File: src/rtl/trail_sequencer.sv
// Frame sequencer for the diagonal-trail renderer: detects vsync rising edges and
// advances a frame number under run/pause/step/reverse/speed control, publishing lag offsets.
module trail_sequencer #(
  parameter int N_LAG = 5,
  parameter int FW    = 9,
  parameter int DW    = 4
) (
  input  logic               clk,
  input  logic               reset,
  input  logic               vsync,
  input  logic               cmd_run,
  input  logic               cmd_pause,
  input  logic               cmd_step,
  input  logic               dir,
  input  logic [DW-1:0]      speed,
  output logic [FW-1:0]      frame_no,
  output logic [N_LAG*FW-1:0] lag_offs,
  output logic               frame_tick,
  output logic [1:0]         state
);

  typedef enum logic [1:0] {
    ST_RUN       = 2'd0,
    ST_PAUSED    = 2'd1,
    ST_STEP_PEND = 2'd2
  } state_t;

  state_t              state_q, state_nxt;
  logic                vsync_q;
  logic [DW-1:0]       div_cnt, div_nxt;
  logic                edge_det;
  logic                advance;
  logic [FW-1:0]       frame_nxt;
  logic [N_LAG*FW-1:0] lag_nxt;

  assign edge_det = vsync & ~vsync_q;
  assign state    = state_q;

  always_ff @(posedge clk) begin
    if (reset) begin
      vsync_q    <= 1'b1;
      state_q    <= ST_RUN;
      div_cnt    <= '0;
      frame_no   <= '0;
      lag_offs   <= lag_nxt;
      frame_tick <= 1'b0;
    end else begin
      vsync_q    <= vsync;
      state_q    <= state_nxt;
      div_cnt    <= div_nxt;
      frame_no   <= frame_nxt;
      lag_offs   <= lag_nxt;
      frame_tick <= advance;
    end
  end

  always_comb begin
    state_nxt = state_q;
    div_nxt   = div_cnt;
    advance   = 1'b0;

    // Advance uses the registered state; commands below only pick the next state.
    if (edge_det) begin
      unique case (state_q)
        ST_RUN: begin
          if (div_cnt >= speed) begin
            advance = 1'b1;
            div_nxt = '0;
          end else begin
            div_nxt = div_cnt + 1'b1;
          end
        end
        ST_STEP_PEND: begin
          advance   = 1'b1;
          div_nxt   = '0;
          state_nxt = ST_PAUSED;
        end
        default: ;
      endcase
    end

    if (cmd_run)
      state_nxt = ST_RUN;
    else if (cmd_pause)
      state_nxt = ST_PAUSED;
    else if (cmd_step && state_q == ST_PAUSED)
      state_nxt = ST_STEP_PEND;
  end

  always_comb begin
    frame_nxt = frame_no;
    if (reset)
      frame_nxt = '0;
    else if (advance)
      frame_nxt = dir ? frame_no - 1'b1 : frame_no + 1'b1;
  end

  // Offsets are rebuilt every cycle from the next frame value, so they only move on advance.
  always_comb begin
    lag_nxt = '0;
    for (int unsigned i = 0; i < N_LAG; i++)
      lag_nxt[i*FW +: FW] = frame_nxt - FW'(i);
  end

endmodule
File: config.mk
export PLATFORM = sky130hd
export DESIGN_NAME = trail_sequencer
export DESIGN_NICKNAME = d
export VERILOG_FILES = /design/src/rtl/trail_sequencer.sv
export SDC_FILE = /design/constraint.sdc
export NUM_CORES = 1
export LEC_CHECK = 0
export ABC_AREA = 1
export CELL_PAD_IN_SITES_DETAIL_PLACEMENT = 1
export CELL_PAD_IN_SITES_GLOBAL_PLACEMENT = 2
export CORE_MARGIN = 4
export CORE_UTILIZATION = 29
export CTS_CLUSTER_SIZE = 40
export DETAILED_ROUTE_END_ITERATION = 7
export HOLD_SLACK_MARGIN = 0.08
export PLACE_DENSITY = 0.77
export SETUP_SLACK_MARGIN = 0.5
export SKIP_CTS_REPAIR_TIMING = 1
export SLEW_MARGIN = 20
export SYNTH_ARGS = -nofsm -noshare
export SYNTH_HDL_FRONTEND = slang
export SYNTH_SLANG_ARGS = --single-unit
File: constraint.sdc
create_clock -name clk -period 3.8 [get_ports clk]
set_input_delay 0.95 -clock clk [delete_from_list [all_inputs] [get_ports clk]]
set_output_delay 0.95 -clock clk [all_outputs]
set_load 0.02 [all_outputs]
Yosys cells after proc, flatten, opt, wreduce, memory -nomap -nowiden. Cells that the tools add are included.

Add/subtract/negate cells: 7. Magnitude comparators: 1. Equality and inequality tests: 2. Multiplexer cells: 12. Bitwise operators: 2. Reduce and logical (&&, ||, !) cells: 12.

Operators by type and width (count): 9-bit 2-to-1 mux (3); 9-bit by 1-bit subtractor with 9-bit output, second input constant (2); 9-bit by 2-bit subtractor with 9-bit output, second input constant (2); 9-bit by 1-bit adder with 9-bit output, second input constant (1); 9-bit by 3-bit subtractor with 9-bit output, second input constant (1); 4-bit case mux with 2 select lines (1); 2-bit 2-to-1 mux (3); 2-bit AND reduction (3); 2-bit nonzero test (3); 3-bit nonzero test (2); 4-bit by 1-bit adder with 4-bit output, second input constant (1); 4-bit >= comparator (1); 4-bit 2-to-1 mux (1); 1-bit 2-to-1 mux (3); 3-bit OR reduction (1); 2-bit by 1-bit equality test with 1-bit output, second input constant (1); 2-bit equality test, second input constant (1); 2-bit logical NOT (1); 1-bit case mux with 2 select lines (1); 2-bit OR reduction (1); 1-bit AND (1); 1-bit logical AND (1); 1-bit inverter (1).

Register bits after elaboration: 62. Input bits: 11. Output and inout port bits: 57. Logic and storage cells: 43.

Logic depth before layout (Yosys ltp). Gate-level depths: netlist of the first run.

Depth in word-level cells: 7. Gate-level depth with buffers: 20. Mapped depth without buffers: 19.

Worst setup path after synthesis of the first run. Ideal clock, no wire load.

Path kind: in2reg. From: input speed[0]. To: register lag_offs[35]. Setup time: 0.112 ns. Data arrival time: 2.865 ns. Required time: 3.688 ns. Setup slack: 0.822 ns. Cell stages on the path: 19. Buffers on the path: 1. Cells stage by stage: ha_1 > inv_1 > nand2_1 > nand2_1 > nand2_1 > nand2_1 > nand2_2 > nand2_4 > buf_12 > nand2_1 > nand3_1 > inv_1 > ha_1 > nor2_1 > nand2_1 > nor2_2 > nand2_1 > nand2_1 > nand2_1.

Longest elaborated chain between the ends: 7.

RTL lines: start: declaration (line 15) `input logic [DW-1:0] speed,`; 4-bit >= comparator (line 66) `if (div_cnt >= speed) begin`; 1-bit 2-to-1 mux (line 66); 1-bit case mux with 2 select lines (line 64) `unique case (state_q)`; 1-bit 2-to-1 mux (line 63) `if (edge_det) begin`; 9-bit 2-to-1 mux (line 94) `else if (advance)`; 9-bit 2-to-1 mux (line 92) `if (reset)`; named net frame_nxt[1] (line 33) `logic [FW-1:0] frame_nxt;`; 9-bit by 2-bit subtractor with 9-bit output (line 102) `lag_nxt[i*FW +: FW] = frame_nxt - FW'(i);`; named net lag_nxt[35] (line 34) `logic [N_LAG*FW-1:0] lag_nxt;`; end signal: assignment (line 45) `lag_offs <= lag_nxt;`; end signal: assignment (line 52) `lag_offs <= lag_nxt;`; end: declaration (line 17) `output logic [N_LAG*FW-1:0] lag_offs,`.

The timed path passes the listed nets, and every way through them passes these cells. A chain may end at the register's enable or synchronous reset.

Worst setup path in the final report of the first run.
From: input speed[3]. To: register lag_offs[35].

Same word-level chain as after synthesis.

==> results of run 1 <==
## layout make-up
class	count	area [sq um]
Multi-Input combinational cell	237	1530
Inverter	60	225
Tap cell	133	166
Clock inverter	2	12.5
Fill cell	1201	5890
Timing Repair Buffer	73	718
Sequential cell	58	1160
Clock buffer	13	159
## per-stage QoR
stage	setup WS, ns	util (%)	total power [uW]	hold slack (ns)
after floorplan	0.822	-	754	0.456
after global placement	0.278	38.3	826	0.504
after detailed placement	0.245	38.3	828	0.528
after CTS	0.591	40.1	1330	0.541
after global routing	0.525	40.3	1380	0.566
final	0.726	40.3	1310	0.532
## state kept, by name, indices dropped and copies added, names as in the netlist
signal      count
div_cnt         4
frame_no        9
frame_tick      1
lag_offs       41
state           2
vsync_q         1
## per-layer routing
| metal | vias up | share of wire [%] | wire length [microns] | track usage [%] |
|---|---|---|---|---|
| li1 | 1273 | - | - | - |
| met1 | 1104 | 45 | 3360 | 16.1 |
| met2 | 43 | 50 | 3690 | 22.5 |
| met3 | 6 | 4.2 | 312 | 4.32 |
| met4 | 0 | 0.78 | 58 | 3.25 |
| met5 | - | 0 | 0 | 0 |
## cells in the final DEF, fill, tap and decap left out, drive strengths merged
master         synthesis  routed
clkdlybuf4s50          0      66
dfxtp                 58      58
or2                    2       2
nand3b                 3       3
a211oi                 2       2
fa                     1       1
a21oi                  8       8
clkbuf                 0      13
o21ai                  4       4
nor2                  32      32
nand3                 33      33
dlymetal6s2s           0       1
nor4                   1       1
xor2                  12      12
nand2                111     111
clkinvlp               0       1
o21a                   1       1
buf                    6       6
ha                    18      18
clkinv                 1       2
xnor2                  3       3
nand4                  6       6
inv                   59      59
## worst paths after layout
path | start | endpoint | slack, ns | cells past startpoint
min reg2reg | div_cnt[1] | div_cnt[1] | 0.53 | 2
max reg2reg | div_cnt[0] | lag_offs[35] | 1.33 | 19
max | speed[3] | lag_offs[35] | 0.73 | 18
min | div_cnt[1] | div_cnt[1] | 0.53 | 2
## critical path: cells and delay by family
family / cells / cell delay, ns
simple gates: 12 / 1.08
fa+ha+maj: 2 / 0.53
buf+inv: 4 / 0.73
## logic make-up after synthesis
group                    count (synthesis)
AND/OR/NAND/NOR                        188
buffers and inverters                   66
flip-flops                              58
adder cells (fa/ha/maj)                 19
AO/OA/AOI/OAI                           15
XOR/XNOR                                15
## power groups by stage
stage                     clock, uW  sequential [uW]  combinational [uW]
after floorplan                   0              676                78.3
after global placement            0              651                 174
after detailed placement          0              651                 176
after CTS                       516              638                 178
after global routing            550              640                 193
final                           495              637                 174
==> impl_results.md, run 1 <==
- Outcome: complete, no violations
- Dominant cells by area after synthesis: dfxtp_1, nand2_1, ha_1
- Area Overhead vs Synth: 34.5%
- DR vias: 2426
- DRC viols: 0
- Clock sinks: 58
- RSZ-0062 raised after global routing: false
- Gpl congestion: 0.768
- Adder and majority cell fraction of the synthesized area: 8.30%
- Initial drt markers: 42
- DP Cell Count: 561
- CTS tree: built
- Die footprint: 0.0119 sq mm
- Commonest cells post-synth: nand2_1, dfxtp_1, inv_1
- Core Area: 0.00986 sq mm
- Diode count: 0
- Wire length per cell: 12.9 microns
- H-tree Lvls: 3
- Final hold violation count: 0
- Final wirelength: 7410 microns
- Vias in the first global route: 2518
- Largest family of logic cells by synthesized area: simple AND/OR/NAND/NOR gates
- TritonCTS buffer count: 9
- IO Port Bufs: 67
- Clock Power Share: 37.9%
- Synth Warn #: 0
- Drt first pass iters: 4
- Post-Layout Cell Count: 576
- Reg power frac: 48.8%
- Mux contribution to synthesized area: 0%
- Post-Synthesis Cell Area: 0.00296 sq mm
- Maximum fanout along the worst path: 7
- Worst Tran Pin Value: 0.329 ns
- DR vias/cell: 4.21
- Initial antenna violation count: 0
- CTS root buffer: clkbuf_8
- Max Root-Sink Buffers: 2
- Crit end category: register
- Max Clock Skew: 0.00512 ns
- Post-synthesis sequential area ratio: 39.3%
- Max-cap violation count: 0
- Worst min path class: register to register
- First-pass GRT wire length: 12100 microns
- CP dominant cell by count: nand2_1
- Die width: 109 microns
- Synth Area in Compound Gates: 3.18%
- Pwr Density: 329 mW/mm^2
- CP Cell Sequence: clkdlybuf4s50_1 -> inv_1 -> ha_1 -> nand2_1 -> nand2_1 -> inv_1 -> nand2_4 -> nand2_4 -> nand2_1 -> nand3_2 -> inv_1 -> ha_1 -> nor2_1 -> nand2_1 -> nor2_2 -> nand2_1 -> nand2_1 -> nand2_1
- Mean Syn Cell Area: 8.19 sq um
- Syn nets: 391
- Clk_lat worst skew: 0.33 ns
- Post-synth top area cell: dfxtp_1
- Total track usage: 13.3%
- Setup CP Type: input port to register
- CP max-delay cell: clkdlybuf4s50_1
- CP arrival: 3.30 ns
- Ports: 68
- Antenna-violating nets left: 0
- Starting Density: 30.0%
- Vert. Die Dim: 109 microns
- Seq cells post-synth: 58
- Cell variety after synth: 32
- Startpoint Class: input port
- Syn Inst Count: 361
- Most used flip-flop cell after synthesis: dfxtp_1
- Min Tclk post-route: 3.07 ns
- Sw Ratio: 25.5%
- Leakage: 0.00197 uW
- Comb power frac: 13.4%
- Sw Pwr: 333 uW
- WP data required: 4.03 ns
- Fraction of registers with async set/reset: 0%
- Peak supply drop: 0.208 mV
- CTS clk-pin slew, worst paths: 0.06 ns
- Number of synthesized flops with an enable pin: 0
- Post-Synth Simple-Gate Area: 35.0%
- Layout net count: 469
- Slew Viols, Final: 0
- Fmax: 0.325 GHz
- Largest net degree at the start of global routing: 13
- Rel. slew slack: 78.0%
- Most frequent cell after synthesis: nand2_1
- Post-route setup TNS: 0 ns
- Post-synth top area share: 39.3%
- Crit share post-route: 80.9%
- Slowest stage delay, CP: 0.46 ns
- Row cnt: 36
- DP Wirelength: 6020 microns
- Power Internal: 974 uW
- GRT overflow: 0
- Share of layout cells above drive strength 1: 13.1%
- Cell area after layout: 0.00397 sq mm
- Post-synthesis xor/xnor area fraction: 4.70%
- DP Area: 0.00378 sq mm
- Setup Viol. Count Final: 0
Note: power is estimated with default switching activity, not from simulation.
==> inputs of run 2 (changes only) <==
clock period = 3 ns   (was 3.8 ns; I/O delays follow)
==> impl_results.md, run 2 (synthesis gave the netlist of run 1 again) <==
- Initial drt markers: 88 (was 42)
- Multi-input gate area: 0.00176 sq mm (was 0.00153 sq mm)
- RSZ-0062 raised after global routing: false (unchanged)
- Setup Viol. Count Final: 0 (unchanged)
- Post-route setup TNS: 0 ns (unchanged)
- R2R Setup Slk: 0.72 ns (was 1.33 ns)
- Largest regs: lag_offs (41), frame_no (9), div_cnt (4) (unchanged)
- Wire length per cell: 13.3 microns (was 12.9 microns)
- Largest net degree at the start of global routing: 11 (was 13)
- Slowest stage delay, CP: 0.27 ns (was 0.46 ns)
- Clock sinks: 58 (unchanged)
- Vert. Die Dim: 109 microns (unchanged)
- Starting Density: 30.0% (unchanged)
- Worst hold slack: 0.512 ns (was 0.532 ns)
- Peak supply drop: 0.262 mV (was 0.208 mV)
- Rel. slew slack: 78.1% (was 78.0%)
- Sw Ratio: 25.6% (was 25.5%)
- H-tree Lvls: 3 (unchanged)
- Fmax: 0.425 GHz
- Antenna-violating nets left: 0 (unchanged)
- TritonCTS buffer count: 9 (unchanged)
- Worst Tran Pin Value: 0.326 ns (was 0.329 ns)
- CTS clk-pin slew, worst paths: 0.06 ns (about the same)
- CTS tree: built (unchanged)
- DRC viols: 0 (unchanged)
- CTS root buffer: clkbuf_8 (unchanged)
- Worst min path class: register to register (unchanged)
- Initial antenna violation count: 0 (unchanged)
- Drt first pass iters: 4 (unchanged)
- Final hold violation count: 0 (unchanged)
- Diode count: 0 (unchanged)
- Maximum fanout along the worst path: 7 (unchanged)
- Commonest non-fill, non-tap cell in the layout: nand2_1 (unchanged)
- Sw Pwr: 444 uW (was 333 uW)
- Die width: 109 microns (unchanged)
- Reg power frac: 46.5% (was 48.8%)
- CP Cell Sequence: dlymetal6s2s_1 -> ha_4 -> inv_2 -> nand2_1 -> nand2_1 -> nand2_1 -> nand2_2 -> nand2_4 -> nand2_8 -> nand2_4 -> nand3_4 -> ha_4 -> inv_4 -> buf_6 -> nor2_8 -> buf_4 -> xor2_2 (was clkdlybuf4s50_1 -> inv_1 -> ha_1 -> nand2_1 -> nand2_1 -> inv_1 -> nand2_4 -> nand2_4 -> nand2_1 -> nand3_2 -> inv_1 -> ha_1 -> nor2_1 -> nand2_1 -> nor2_2 -> nand2_1 -> nand2_1 -> nand2_1)
- Crit end category: register (unchanged)
- CP dominant cell by count: nand2_1 (unchanged)
- GRT overflow: 0 (unchanged)
- Core Area: 0.00986 sq mm (unchanged)
- Area Overhead vs Synth: 58.7% (was 34.5%)
- Min Tclk post-route: 2.35 ns
- Row cnt: 36 (unchanged)
- DR vias: 2730 (was 2426)
- Crit share post-route: 78.4%
- Clk_lat worst skew: 0.33 ns (about the same)
- Max Clock Skew: 0.00438 ns (was 0.00512 ns)
- Clock Power Share: 38.1% (was 37.9%)
- Power Internal: 1290 uW (was 974 uW)
- Leakage: 0.00229 uW (was 0.00197 uW)
- Register area: 0.00116 sq mm (unchanged)
- Die footprint: 0.0119 sq mm (unchanged)
- Final core utilization: 47.6% (was 40.3%)
- Slew Viols, Final: 0 (unchanged)
- Most frequent cells in the layout: nand2_1, clkdlybuf4s50_1, dfxtp_1 (unchanged)
- First-pass GRT wire length: 13500 microns (was 12100 microns)
- Layout net count: 522 (was 469)
- Top reg by flops: lag_offs (unchanged)
- Gpl congestion: 0.849 (was 0.768)
- Comb power frac: 15.4% (was 13.4%)
- Cell area after layout: 0.00469 sq mm (was 0.00397 sq mm)
- Max-cap violation count: 0 (unchanged)
- Final wirelength: 8380 microns (was 7410 microns)
- Max Root-Sink Buffers: 2 (unchanged)
- Vias in the first global route: 2808 (was 2518)
- Pwr Density: 370 mW/mm^2 (was 329 mW/mm^2)
- Ports: 68 (unchanged)
- Fill count: 1166 (was 1201)
- IO Port Bufs: 67 (unchanged)
- DP Area: 0.00421 sq mm (was 0.00378 sq mm)
- CP arrival: 2.58 ns (was 3.30 ns)
- DR vias/cell: 4.33 (was 4.21)
- Max reg flops: 41 (unchanged)
- Total track usage: 14.5% (was 13.3%)
- Share of layout cells above drive strength 1: 29.4% (was 13.1%)
- PnR Total Power: 1740 uW (was 1310 uW)
- CP max-delay cell: ha_4 (was clkdlybuf4s50_1)
- WP data required: 3.22 ns (was 4.03 ns)
- Setup CP Type: input port to register (unchanged)
- DP Wirelength: 6610 microns (was 6020 microns)
- Startpoint Class: input port (unchanged)
- Outcome: complete, no violations (unchanged)
run 2: cell type report:
class                   count  share of cell area [%]
clock buffers              15                    3.76
clock inverters             1                   0.160
multi-input cells         237                    37.5
flip-flops and latches     58                    24.8
well taps                 133                    3.55
inverters                  60                    4.91
repair buffers            126                    25.4
run 2: metrics by stage:
stage	instances	worst slack, ns
final	630	0.648
after floorplan	361	0.454
after detailed placement	601	-0.165
after global placement	601	-0.131
after CTS	617	0.196
after global routing	630	0.498
run 2: path summary, 6_finish.rpt:
path / start / endpoint / depth (start not counted)
worst max-delay path: speed[0] / lag_offs[42] / 17
worst min-delay path: div_cnt[2] / div_cnt[2] / 1
worst max register to register: div_cnt[0] / lag_offs[42] / 17
worst min register to register: div_cnt[2] / div_cnt[2] / 1
run 2: layer usage:
| metal | vias to the layer above | share of wire [%] | GRT usage (%) |
|---|---|---|---|
| li1 | 1377 | - | - |
| met1 | 1305 | 43 | 17.2 |
| met2 | 43 | 54 | 25.7 |
| met3 | 5 | 3.1 | 3.85 |
| met4 | 0 | 0.75 | 3.79 |
| met5 | - | 0 | 0 |
run 2: power groups by stage:
| stage | sequential [uW] | combinational, uW | clock (uW) |
|---|---|---|---|
| after global routing | 812 | 292 | 725 |
| after CTS | 809 | 251 | 689 |
| after floorplan | 856 | 105 | 0 |
| after global placement | 826 | 245 | 0 |
| final | 809 | 267 | 662 |
| after detailed placement | 826 | 250 | 0 |
run 2: worst max-delay path: cells and delay by family:
family | cells | cell delay (ns)
buf+inv | 5 | 0.46
xor+xnor | 1 | 0.13
fa+ha+maj | 2 | 0.49
simple gates | 9 | 0.73
==> inputs of run 3 (changes only) <==
clock period = 2.2 ns   (was 3 ns; I/O delays follow)
==> impl_results.md, run 3 (synthesis gave the netlist of run 1 again) <==
- DR vias: 2889 (was 2730)
- Initial antenna violation count: 0 (unchanged)
- Peak supply drop: 0.262 mV (about the same)
- Fmax: 0.442 GHz
- CTS tree: built (unchanged)
- CP Cell Sequence: inv_2 -> ha_4 -> inv_2 -> nand2_1 -> nand2_1 -> nand2_1 -> nand2_2 -> nand2_4 -> nand3b_1 -> nand3_4 -> inv_4 -> ha_4 -> nor2_4 -> nand2_2 -> nor2_4 -> nand2_1 -> nand2_1 -> nand2_1 (was dlymetal6s2s_1 -> ha_4 -> inv_2 -> nand2_1 -> nand2_1 -> nand2_1 -> nand2_2 -> nand2_4 -> nand2_8 -> nand2_4 -> nand3_4 -> ha_4 -> inv_4 -> buf_6 -> nor2_8 -> buf_4 -> xor2_2)
- Slowest stage delay, CP: 0.34 ns (was 0.27 ns)
- DP Cell Count: 623 (was 601)
- CP arrival: 2.50 ns (was 2.58 ns)
- Maximum fanout along the worst path: 7 (unchanged)
- Power Internal: 1900 uW (was 1290 uW)
- CP Buf/Inv Count: 3 (was 5)
- Area Overhead vs Synth: 85.0% (was 58.7%)
- Post-Layout Cell Count: 662 (was 630)
- Total track usage: 15.1% (was 14.5%)
- CP dominant cell by count: nand2_1 (unchanged)
- Worst min path class: register to register (unchanged)
- Hold Path Sink: div_cnt[2] (unchanged)
- Setup Viol. Count Final: 2 (was 0)
- Reg2reg path depth: 18 (was 17)
- Commonest non-fill, non-tap cell in the layout: nand2_1 (unchanged)
- Dpl ws: -0.772 ns (was -0.165 ns)
- DP Wirelength: 6880 microns (was 6610 microns)
- Max reg flops: 41 (unchanged)
- Final wirelength: 10100 microns (was 8380 microns)
- TritonCTS buffer count: 9 (unchanged)
- RSZ-0062 raised after global routing: true (was false)
- Worst Tran Pin Value: 0.280 ns (was 0.326 ns)
- Antenna-violating nets left: 0 (unchanged)
- Max Root-Sink Buffers: 2 (unchanged)
- H-tree Lvls: 3 (unchanged)
- GRT overflow: 0 (unchanged)
- Pwr Density: 472 mW/mm^2 (was 370 mW/mm^2)
- Largest net degree at the start of global routing: 11 (unchanged)
- Worst setup margin: -0.0641 ns (was 0.648 ns)
- Slew Viols, Final: 0 (unchanged)
- R2R Setup Slk: -0.06 ns (was 0.72 ns)
- Gpl congestion: 0.817 (was 0.849)
- Most frequent cells in the layout: nand2_1, dlymetal6s2s_1, buf_4 (was nand2_1, clkdlybuf4s50_1, dfxtp_1)
- R2r endpoint: lag_offs[35] (was lag_offs[42])
- Die width: 109 microns (unchanged)
- Die footprint: 0.0119 sq mm (unchanged)
- Sw Pwr: 685 uW (was 444 uW)
- Top delay family on crit path: simple AND/OR/NAND/NOR gates (unchanged)
- CTS clk-pin slew, worst paths: 0.07 ns (was 0.06 ns)
- Share of layout cells above drive strength 1: 42.9% (was 29.4%)
- Starting Density: 30.0% (unchanged)
- Worst r2r src: div_cnt[0] (unchanged)
- DRC viols: 0 (unchanged)
- Vert. Die Dim: 109 microns (unchanged)
- Leakage: 0.00303 uW (was 0.00229 uW)
- Comb power frac: 16.3% (was 15.4%)
- Largest regs: lag_offs (41), frame_no (9), div_cnt (4) (unchanged)
- Core Area: 0.00986 sq mm (unchanged)
- Min Tclk post-route: 2.26 ns
- Fill count: 1115 (was 1166)
- Wire length per cell: 15.3 microns (was 13.3 microns)
- Final hold violation count: 0 (unchanged)
- Layout net count: 554 (was 522)
- Crit end category: register (unchanged)
- Clk_lat worst skew: 0.34 ns (was 0.33 ns)
- Rel. slew slack: 81.3% (was 78.1%)
- IO Port Bufs: 67 (unchanged)
- Max-cap violation count: 0 (unchanged)
- Drt first pass iters: 4 (unchanged)
- DR vias/cell: 4.36 (was 4.33)
- Reg power frac: 42.6% (was 46.5%)
- First-pass GRT wire length: 13800 microns (was 13500 microns)
- Sw Ratio: 26.6% (was 25.6%)
- Clock sinks: 58 (unchanged)
- Top reg by flops: lag_offs (unchanged)
- WP data required: 2.43 ns (was 3.22 ns)
- Ports: 68 (unchanged)
- WHS Path Cells: 1 (unchanged)
- Outcome: finished with violations (was complete, no violations)
- Initial drt markers: 59 (was 88)
- Clock Power Share: 41.2% (was 38.1%)
- Setup CP Type: register to register (was input port to register)
- CP max-delay cell: dfxtp_2 (was ha_4)
- CTS root buffer: clkbuf_8 (unchanged)
- Failing checks: setup timing
- Diode count: 0 (unchanged)
- Vias in the first global route: 2902 (was 2808)
- Max Clock Skew: 0.00772 ns (was 0.00438 ns)
- Hold_sp: div_cnt[2] (unchanged)
- Startpoint Class: register (was input port)
- Row cnt: 36 (unchanged)
- Crit share post-route: 103%
run 3: changes by cell type in the layout (fill, tap and decap cells not counted), sizes merged, moves of 3 or more:
cell | before | now
dlymetal6s2s | 6 | 61
buf | 58 | 92
clkdlybuf4s50 | 61 | 4
clkinv | 1 | 4
clkbuf | 16 | 13
run 3: worst max path at each step:
stage,depth (start not counted),endpoint,startpoint,slack (ns)
detailed placement,15,lag_offs[17],dir,-0.77
CTS,15,lag_offs[17],dir,-0.43
floorplan,19,lag_offs[35],speed[0],-0.14
finish,18,lag_offs[35],div_cnt[0],-0.06
global placement,16,lag_offs[15],dir,-0.71
global route,18,lag_offs[35],div_cnt[0],-0.18
run 3: cell type report:
type	count	area, sq um	area share (%)
tap	133	166	3.04
clock inverter	4	48.8	0.893
multi-input combinational	237	2020	37.0
clock buffer	12	165	3.02
timing repair buffer	158	1660	30.3
inverter	60	238	4.35
sequential	58	1170	21.4
run 3: worst register-to-register path, delay by kind of cell (launching register included):
kind          cells  cell delay (ns)
flops             1             0.34
buf+inv           3             0.14
fa+ha+maj         2             0.42
simple gates     13             1.26
run 3: routing by layer:
metal  global-route usage, %  vias to the layer above  wire (microns)
met5                       0                        -               0
met4                    5.41                        0             177
met3                    4.20                       15             333
met2                    26.2                       51            5520
met1                    17.8                     1379            4120
li1                        -                     1444               -
run 3: power groups by stage:
stage | logic (uW) | clock network, uW | registers (uW)
2_1_floorplan | 149 | 0 | 1170
3_3_place_gp | 356 | 0 | 1120
3_5_place_dp | 363 | 0 | 1120
4_1_cts | 367 | 1080 | 1100
5_1_grt | 455 | 1140 | 1100
6_report | 420 | 1060 | 1100
run 3: stage by stage:
stage	TNS [ns]	hold WS, ns	power, uW	cell area [sq um]	utilization [%]
floorplan	-0.629	0.458	1320	3100	-
global placement	-22.22	0.496	1480	4430	44.9
detailed placement	-23.94	0.500	1490	4430	44.9
CTS	-8.70	0.512	2550	4650	47.1
global route	-1.27	0.573	2690	5470	55.4
finish	-0.0710	0.529	2580	5470	55.4
